[config.mk]
export PLATFORM = sky130hd
export DESIGN_NAME = core_fetch
export DESIGN_NICKNAME = d
export VERILOG_FILES = /design/src/rtl/core_fetch.sv
export SDC_FILE = /design/constraint.sdc
export NUM_CORES = 1
export LEC_CHECK = 0
export CORE_AREA = 4 4 200 202
export CTS_BUF_LIST = sky130_fd_sc_hd__clkbuf_8 sky130_fd_sc_hd__clkbuf_16
export DETAILED_ROUTE_END_ITERATION = 16
export DIE_AREA = 0 0 204 206
export GPL_TIMING_DRIVEN = 0
export PLACE_DENSITY = 0.73
export SLEW_MARGIN = 20
export SYNTH_ARGS = -nofsm -noshare
export SYNTH_HDL_FRONTEND = slang
export SYNTH_SLANG_ARGS = --single-unit
[constraint.sdc]
create_clock -name clk -period 4.9 [get_ports clk]
set_input_delay 0.98 -clock clk [delete_from_list [all_inputs] [get_ports clk]]
set_output_delay 0.98 -clock clk [all_outputs]
set_load 0.02 [all_outputs]
[src/rtl/core_fetch.sv]
// core_fetch -- fetch-stage PC owner and instruction buffer.
//
// Holds the architectural fetch PC and issues in-order requests to
// instruction memory over a valid/ready handshake. Each accepted request
// reserves a buffer slot tagged with its PC. Returned words fill the slots
// in order and are presented to ID from the head of a circular FIFO. A
// redirect loads a new PC and clears the buffer. Responses that were still
// in flight at the redirect are counted and then discarded.
//
// Parameters
//   RESET_PC   fetch PC loaded on reset
//   BUF_DEPTH  buffer slots = max outstanding requests (power of 2, >= 2)
//   INSN_W     instruction width
//
// Ports
//   clk, reset_n                      clock, async active-low reset
//   redirect, redirect_pc             flush + new fetch PC (low 2 bits ignored)
//   imem_req_valid/ready/addr         fetch request handshake
//   imem_resp_valid/data              in-order response, no backpressure
//   if_valid, if_insn, if_pc, if_pc4  head of the buffer presented to ID
//   id_ready                          ID consumes the head
//
// Optional build macro FETCH_PERF_CNT_EN adds saturating 32-bit counters
//   perf_redirects (redirect cycles) and perf_dropped (discarded responses).

module core_fetch #(
  parameter logic [63:0] RESET_PC  = 64'h0,
  parameter int          BUF_DEPTH = 2,
  parameter int          INSN_W    = 32
) (
  input  logic              clk,
  input  logic              reset_n,
  input  logic              redirect,
  input  logic [63:0]       redirect_pc,
  output logic              imem_req_valid,
  input  logic              imem_req_ready,
  output logic [63:0]       imem_req_addr,
  input  logic              imem_resp_valid,
  input  logic [INSN_W-1:0] imem_resp_data,
  output logic              if_valid,
  output logic [INSN_W-1:0] if_insn,
  output logic [63:0]       if_pc,
  output logic [63:0]       if_pc4,
  input  logic              id_ready
`ifdef FETCH_PERF_CNT_EN
  ,
  output logic [31:0]       perf_redirects,
  output logic [31:0]       perf_dropped
`endif
);

  localparam int AW = $clog2(BUF_DEPTH);
  localparam int CW = $clog2(BUF_DEPTH + 1);

  typedef enum logic [1:0] {
    BOOT  = 2'd0,
    RUN   = 2'd1,
    DRAIN = 2'd2
  } state_t;

  state_t state, state_nxt;

  logic [63:0]    pc, pc_nxt, pc_addr;
  logic [AW-1:0]  head, tail, fill;
  logic [CW-1:0]  res_cnt;   // slots reserved (pending + filled)
  logic [CW-1:0]  pend_cnt;  // slots reserved but not yet filled
  logic [CW-1:0]  drop_cnt, drop_nxt;
  logic [BUF_DEPTH-1:0] filled;

  logic [63:0]       slot_pc   [BUF_DEPTH];
  logic [INSN_W-1:0] slot_insn [BUF_DEPTH];

  logic head_filled, pop, credit, req_valid, accept, keep, resp_stray;

  assign pc_addr     = pc & ~64'h3;
  assign head_filled = filled[head];

  // A redirect wins over a same-cycle pop and response.
  assign pop        = head_filled & id_ready & ~redirect;
  assign credit     = (res_cnt < CW'(BUF_DEPTH)) | pop;
  assign req_valid  = (state == RUN) & credit & ~redirect;
  assign accept     = req_valid & imem_req_ready;
  assign keep       = imem_resp_valid & (state == RUN) & ~redirect & (pend_cnt != '0);
  assign resp_stray = imem_resp_valid &
                      ((state == BOOT) | ((state == RUN) & (pend_cnt == '0)));

  always_comb begin
    state_nxt = state;
    drop_nxt  = drop_cnt;
    pc_nxt    = pc;
    case (state)
      BOOT: state_nxt = RUN;
      RUN: begin
        if (redirect) begin
          if (imem_resp_valid && (pend_cnt != '0)) drop_nxt = pend_cnt - CW'(1);
          else                                     drop_nxt = pend_cnt;
          if (drop_nxt != '0) state_nxt = DRAIN;
        end
      end
      DRAIN: begin
        if (imem_resp_valid) begin
          drop_nxt = drop_cnt - CW'(1);
          if (drop_cnt == CW'(1)) state_nxt = RUN;
        end
      end
      default: state_nxt = BOOT;
    endcase
    if (redirect)    pc_nxt = redirect_pc & ~64'h3;
    else if (accept) pc_nxt = pc + 64'd4;
  end

  always_ff @(posedge clk or negedge reset_n) begin
    if (!reset_n) begin
      state    <= BOOT;
      pc       <= RESET_PC;
      drop_cnt <= '0;
      head     <= '0;
      tail     <= '0;
      fill     <= '0;
      res_cnt  <= '0;
      pend_cnt <= '0;
      filled   <= '0;
    end else begin
      state    <= state_nxt;
      pc       <= pc_nxt;
      drop_cnt <= drop_nxt;
      if (redirect) begin
        head     <= '0;
        tail     <= '0;
        fill     <= '0;
        res_cnt  <= '0;
        pend_cnt <= '0;
        filled   <= '0;
      end else begin
        if (pop) begin
          filled[head] <= 1'b0;
          head         <= head + AW'(1);
        end
        if (keep) begin
          filled[fill] <= 1'b1;
          fill         <= fill + AW'(1);
        end
        if (accept) tail <= tail + AW'(1);
        res_cnt  <= res_cnt + CW'(accept) - CW'(pop);
        pend_cnt <= pend_cnt + CW'(accept) - CW'(keep);
      end
    end
  end

  // Slot payload: written only alongside the control that marks it live.
  always_ff @(posedge clk) begin
    if (accept) slot_pc[tail]   <= pc_addr;
    if (keep)   slot_insn[fill] <= imem_resp_data;
  end

  assign imem_req_valid = req_valid;
  assign imem_req_addr  = pc_addr;
  assign if_valid       = head_filled;
  assign if_insn        = head_filled ? slot_insn[head] : '0;
  assign if_pc          = head_filled ? slot_pc[head]   : '0;
  assign if_pc4         = if_pc + 64'd4;

`ifdef FETCH_PERF_CNT_EN
  logic drop;

  assign drop = imem_resp_valid &
                ((state == DRAIN) | ((state == RUN) & redirect & (pend_cnt != '0)));

  function automatic logic [31:0] sat_inc(input logic [31:0] v, input logic en);
    return (en && (v != 32'hFFFF_FFFF)) ? v + 32'd1 : v;
  endfunction

  always_ff @(posedge clk or negedge reset_n) begin
    if (!reset_n) begin
      perf_redirects <= '0;
      perf_dropped   <= '0;
    end else begin
      perf_redirects <= sat_inc(perf_redirects, redirect);
      perf_dropped   <= sat_inc(perf_dropped, drop);
    end
  end
`endif

`ifndef SYNTHESIS
  // A response with nothing outstanding is ignored by the logic above.
  assert property (@(posedge clk) disable iff (!reset_n) !resp_stray);
`endif

endmodule

==> results of run 1 <==
[report_power, final]
part | internal, mW | switching [mW]
clock network | 1.29 | 0.892
logic | 0.505 | 0.712
registers | 2.63 | 0.256
total | 4.43 | 1.86
[layout by cell type, fill, tap and decap left out, types with 9 or more instances in the layout]
master             n
clkbuf_1          32
and3_1            21
edfxtp_1         188
buf_4             54
nand2_1          150
mux2i_1           51
buf_2             17
o21ai_0           29
or3_1             13
nand3_1           73
o311ai_0          12
nor3_1            16
a22oi_1            9
a22o_1            36
a21oi_1           17
xnor2_1           41
xor2_1            34
clkbuf_16         30
nor2_1            80
clkdlybuf4s50_1  284
nand4b_1          40
nand4_1           73
inv_1             27
o211ai_1          30
dfrtp_1           75
nor2b_1            9
[cell type report]
type                       instances  area (µm²)  area share (%)
antenna                            1       2.502         0.01303
sequential                       263        7522           39.17
clock inverter                    14       145.1          0.7557
timing repair buffer             363        3567           18.57
clock buffer                      35       819.5           4.267
multi-input combinational        879        5924           30.85
tap                              518       648.1           3.375
inverter                          26       97.59          0.5082
buffer                            74       478.0           2.489
[registers in the layout, summed over array words and instances, names as in the netlist, 2 cells and up]
name	flops
pend_cnt	2
state	2
pc	62
slot_pc	124
res_cnt	2
drop_cnt	2
slot_insn	64
filled	2
[layer usage]
layer	track usage (%)	routed length [µm]
met2	40.12	25490
met5	0	40
met3	6.214	5699
met1	30.15	20060
met4	11.89	2842
[stage by stage]
stage          setup WS (ns)  utilization, %  std cells  power [mW]
6_report              0.1275           50.16       2173       6.288
5_1_grt          -0.00006750           50.16       2173       6.505
4_1_cts            -0.006542           50.03       2172       6.287
3_5_place_dp          -2.113           46.29       2094       4.108
3_3_place_gp          -2.112           45.74       2084       4.037
2_1_floorplan       0.007319               -       1248       3.433
[synth_stat cells, drive strengths merged, types with 21 or more instances]
| master | instances |
|---|---|
| edfxtp | 188 |
| nand2 | 150 |
| nor2 | 83 |
| nand3 | 76 |
| dfrtp | 75 |
| nand4 | 73 |
| mux2i | 52 |
| clkbuf | 43 |
| xnor2 | 42 |
| nand4b | 41 |
| buf | 37 |
| a22o | 36 |
| xor2 | 34 |
| o21ai | 31 |
| o211ai | 30 |
| inv | 26 |
| and3 | 21 |
[worst register-to-register path, stage by stage, from the launching register on]
cell      delay (ns)
dfrtp_1         0.37
buf_2           0.25
mux2i_1         0.22
o21ai_1         0.35
and3_1          0.21
clkbuf_1        0.31
clkbuf_1        0.49
clkbuf_1        0.59
and2_4          0.57
buf_12          0.29
[repair_timing]
item                                    CTS  global route
gates resized for setup                 161            34
pin swaps                                15             9
hold endpoints to repair                  0             0
endpoints found under the setup margin  102            44
setup buffers                            31             4
[cell families (layout without fill, tap and decap cells)]
| group | count (synthesis) | count (layout) | share of synthesized area, % |
|---|---|---|---|
| fa+ha+maj | 8 | 8 | 0.7337 |
| mux | 55 | 55 | 4.063 |
| flops | 263 | 263 | 55.14 |
| compound gates | 196 | 196 | 10.66 |
| other cells | 1 | 7 | 0.02749 |
| simple gates | 538 | 538 | 21.07 |
| xor+xnor | 76 | 76 | 4.879 |
| buf+inv | 106 | 512 | 3.430 |
[worst paths after layout]
check,start,cells after the start,to
max,head$_DFFE_PN0P_,16,if_pc4[42]
min in group clk,pc[63]$_DFFE_PN0P_,0,slot_pc[0][61]$_DFFE_PP_
min,reset_n,1,pc[15]$_DFFE_PN0P_
max reg2reg,filled[1]$_DFF_PN0_,9,slot_pc[1][20]$_DFFE_PP_
min reg2reg,pc[63]$_DFFE_PN0P_,0,slot_pc[0][61]$_DFFE_PP_
max in group asynchronous,reset_n,2,pc[63]$_DFFE_PN0P_
==> results_dict.tcl, run 1 <==
set metrics [dict create \
    drt_first_pass_iters 5 \
    design_area_um2 19200 \
    worst_ep_required_time_ns 3.92 \
    clk_latency_ns 0.55 \
    run_status "complete, no violations" \
    worstPathMaxFanout 4 \
    die_w_um 204 \
    whs_ns 0.3234 \
    clock_skew_ns 0.02764 \
    cts-root-buf "clkbuf_16" \
    cp-start-kind "flop" \
    max-cap-violations 0 \
    grt_pass1_vias 12539 \
    grt_use_total_pct 24.41 \
    synth_area_leaders "edfxtp_1, dfrtp_1, nand2_1" \
    cts_buffer_depth 3 \
    yosysTopAreaCell "edfxtp_1" \
    maxSlewHeadroom_pct 42.01 \
    cpMostUsedCell "buf_12" \
    yosysWarnings 0 \
    maxSlewViolCount 0 \
    synth_edf_count 188 \
    fill_cells 3344 \
    critPathTopFamily "buffers and inverters" \
    cts_buffers 27 \
    finalWeightedCongestion 0.9524 \
    routedWlPerCell_um 24.91 \
    cp_slowest_cell "nor4_4" \
    hold_viol 0 \
    antenna_left 0 \
    grt_max_degree 55 \
    yosysSeqAreaShare_pct 55.14 \
    cts_tree "done" \
    synth_top_area_share_pct 41.38 \
    hp-class "in -> async" \
    async_flop_share_pct 28.52 \
    die_y_um 206 \
    ys_seq_elements 263 \
    h-tree-depth 1 \
    p_per_area_nw_per_um2 327.4 \
    tightest_slew_ns 0.8699 \
    grt_pass1_wl_um 77770 \
    holdBufCountCts 0 \
    dp_hpwl_um 40970 \
    reg2reg_slack_ns 0.96 \
    period_needed_ns 4.773 \
    fin_setup_tns_ns 0 \
    start_util_pct 35.63 \
    clock_sinks 263 \
    drive_above_1_share_pct 12.45 \
    crit_path_end_kind "output pin" \
    irDropWorstVdd_mv 0.2400 \
    port_buffers 318 \
    gr-total-overflow 0 \
    crit_chain "buf_8, buf_8, buf_12, buf_8, buf_12, buf_12, buf_12, mux2i_4, nor2_4, ha_4, a21boi_4, nand3_4, nor4_4, nand3_1, xnor2_1, clkdlybuf4s15_2" \
    power_leakage_nw 6.876 \
    rows 72 \
    worstSetupPathType "reg -> out" \
    clkTransAtPathRegs_ns 0.07 \
    antenna_found_initial 4 \
    drt-total-wl_um 54130 \
    dieArea_um2 42020 \
    slowest_delay_ns 0.46 \
    area_delta_synth_final_pct 40.77 \
    remaining_drc_errors 0 \
    path_buf_inv 8 \
    fmax_mhz 209.5 \
    syn_area_um2 13640 \
    synth-main-ff-cell "edfxtp_1" \
    yosysUniqueCellTypes 67 \
    num_vias 12686 \
    synth_cells 1243 \
    placed_area_um2 17720 \
    core_area_um2 38290 \
    nNetsFinal 1744 \
    io_pins 328 \
    setup_viol 0 \
    final.period_utilization_pct 97.40 \
    crit_arrival_ns 3.79 \
    dr.first_iter.drc_count 1416 \
    routed_via_density 5.838 \
    avgSynthCellArea_um2 10.98 \
]
Power figures use the tool's default switching activity.
==> inputs of run 2 (changes only) <==
==> constraint.sdc (replaced) <==
create_clock -name clk -period 4.9 [get_ports clk]
set_input_delay 0.49 -clock clk [delete_from_list [all_inputs] [get_ports clk]]
set_output_delay 0.49 -clock clk [all_outputs]
set_load 0.02 [all_outputs]
==> run 2 against run 1 <==
  * Count of clock-buffer cells in the layout is 7 lower
  * Routed wire length is 1.6% lower
  * Clock power is 7% lower
  * Setup slack worse by 0.066 ns
  * Hold slack better by 0.076 ns
  * Cell count is 0.92% lower
  * Largest power group unchanged
==> results_dict.tcl, run 2 (synthesis results as in run 1) <==
set metrics [dict create \
    power_leakage_nw 6.644 \
    remaining_drc_errors 0 \
    worstSetupPathType "reg -> out" \
    largest_reg_flops 124 \
    grt_pass1_wl_um 77200 \
    antenna_left 0 \
    setup_viol 0 \
    die_w_um 204 \
    grt_use_total_pct 24.24 \
    tightest_slew_ns 0.8997 \
    maxSlewViolCount 0 \
    largest_registers "slot_pc (124), slot_insn (64), pc (62)" \
    clock_sinks 263 \
    antenna_found_initial 2 \
    rows 72 \
    worstPathMaxFanout 10 \
    crit_arrival_ns 4.35 \
    routed_via_density 5.751 \
    area_delta_synth_final_pct 37.67 \
    drive_above_1_share_pct 8.991 \
    grt_pass1_vias 11904 \
    period_needed_ns 4.839 \
    drt_first_pass_iters 8 \
    dieArea_um2 42020 \
    whs_ns 0.3992 \
    fmax_mhz 206.7 \
    worst_ep_required_time_ns 4.41 \
    dp_hpwl_um 41170 \
    hold_viol 0 \
    die_y_um 206 \
    cts-root-buf "clkbuf_16" \
    final_common_cell "clkdlybuf4s50_1" \
    max-cap-violations 0 \
    clkTransAtPathRegs_ns 0.06 \
    gr-total-overflow 0 \
    cts_buffer_depth 3 \
    n_antenna_cell 0 \
    clk_latency_ns 0.54 \
    finalWeightedCongestion 0.9409 \
    grt_max_degree 54 \
    cts_buffers 27 \
    fin_setup_tns_ns 0 \
    clock_skew_ns 0.01376 \
    nNetsFinal 1725 \
    final.period_utilization_pct 98.75 \
    num_vias 12381 \
    mostFrequentLayoutCells "clkdlybuf4s50_1, edfxtp_1, nand2_1" \
    regMostFlops "slot_pc" \
    routedWlPerCell_um 24.73 \
    run_status "complete, no violations" \
    p_per_area_nw_per_um2 324.3 \
    cts_tree "done" \
    h-tree-depth 1 \
    crit_path_end_kind "output pin" \
    rsz0062_at_grt "no" \
    core_area_um2 38290 \
    hp-class "in -> async" \
    fin_util_pct 49.06 \
    dr.first_iter.drc_count 1339 \
    cp-start-kind "flop" \
    irDropWorstVdd_mv 0.2300 \
    io_pins 328 \
    maxSlewHeadroom_pct 39.18 \
    start_util_pct 35.63 \
    port_buffers 318 \
    drt-total-wl_um 53250 \
]
run 2: critical path, cell delays in order, from the launching register on:
cell and delay, ns:
dfrtp_1 0.32, buf_2 0.24, buf_2 0.33, clkbuf_4 0.34, nand4b_1 0.22, a222oi_1 0.45, nand4_1 0.21, or4_1 0.51
buf_2 0.21, nor4_4 0.15, xnor2_1 0.16, clkdlybuf4s50_1 0.67
run 2: final cells by class:
cell class	instances	area, µm²
timing repair buffer	341	3411
multi-input combinational	879	5826
clock buffer	28	689.4
fill	3453	19500
inverter	26	97.59
buffer	77	419.2
clock inverter	21	170.2
sequential	263	7522
tap	518	648.1
run 2: repair_timing:
item                                    CTS  global route
setup buffers                            10             3
gates resized for setup                  78            28
pin swaps                                 6             4
endpoints found under the setup margin   37            29
endpoints found under the hold margin    22             0
hold buffers                              1             0
run 2: metal layers:
layer | wire length [µm] | up-vias | share of wire [%] | global-route usage (%)
li1 | - | 5486 | - | -
met2 | 25190 | 755 | 47 | 40.11
met5 | 34 | - | 0.064 | 0
met3 | 5419 | 127 | 10 | 4.880
met4 | 2224 | 4 | 4.2 | 9.428
met1 | 20380 | 6009 | 38 | 31.52
run 2: per-stage QoR:
step | setup slack, ns | cell area [µm²] | std cells | total power [mW]
after floorplan | 0.1200 | 13660 | 1248 | 3.436
after global placement | -2.240 | 17490 | 2084 | 4.048
after detailed placement | -1.812 | 17680 | 2093 | 4.100
after CTS | -0.0009148 | 18770 | 2151 | 6.093
after global routing | 0.008244 | 18780 | 2153 | 6.300
final | 0.06114 | 18780 | 2153 | 6.092
run 2: report_power, final:
| part | switching, mW | total (mW) | leakage, nW | internal, mW |
|---|---|---|---|---|
| Combinational | 0.700 | 1.19 | 3.55 | 0.485 |
| Clock | 0.847 | 2.02 | 0.451 | 1.17 |
| Sequential | 0.258 | 2.89 | 2.64 | 2.63 |
run 2: path summary, 6_finish.rpt:
check	from	endpoint	slack, ns	cells past startpoint
min	reset_n	pc[13]$_DFFE_PN0P_	0.40	2
max reg2reg	filled[1]$_DFF_PN0_	slot_pc[1][29]$_DFFE_PP_	0.98	9
max in group asynchronous	reset_n	pc[53]$_DFFE_PN0P_	3.89	3
min in group clk	redirect_pc[4]	pc[4]$_DFFE_PN0P_	0.52	3
min reg2reg	pc[63]$_DFFE_PN0P_	slot_pc[0][61]$_DFFE_PP_	0.55	0
max	filled[0]$_DFF_PN0_	if_pc4[59]	0.06	11
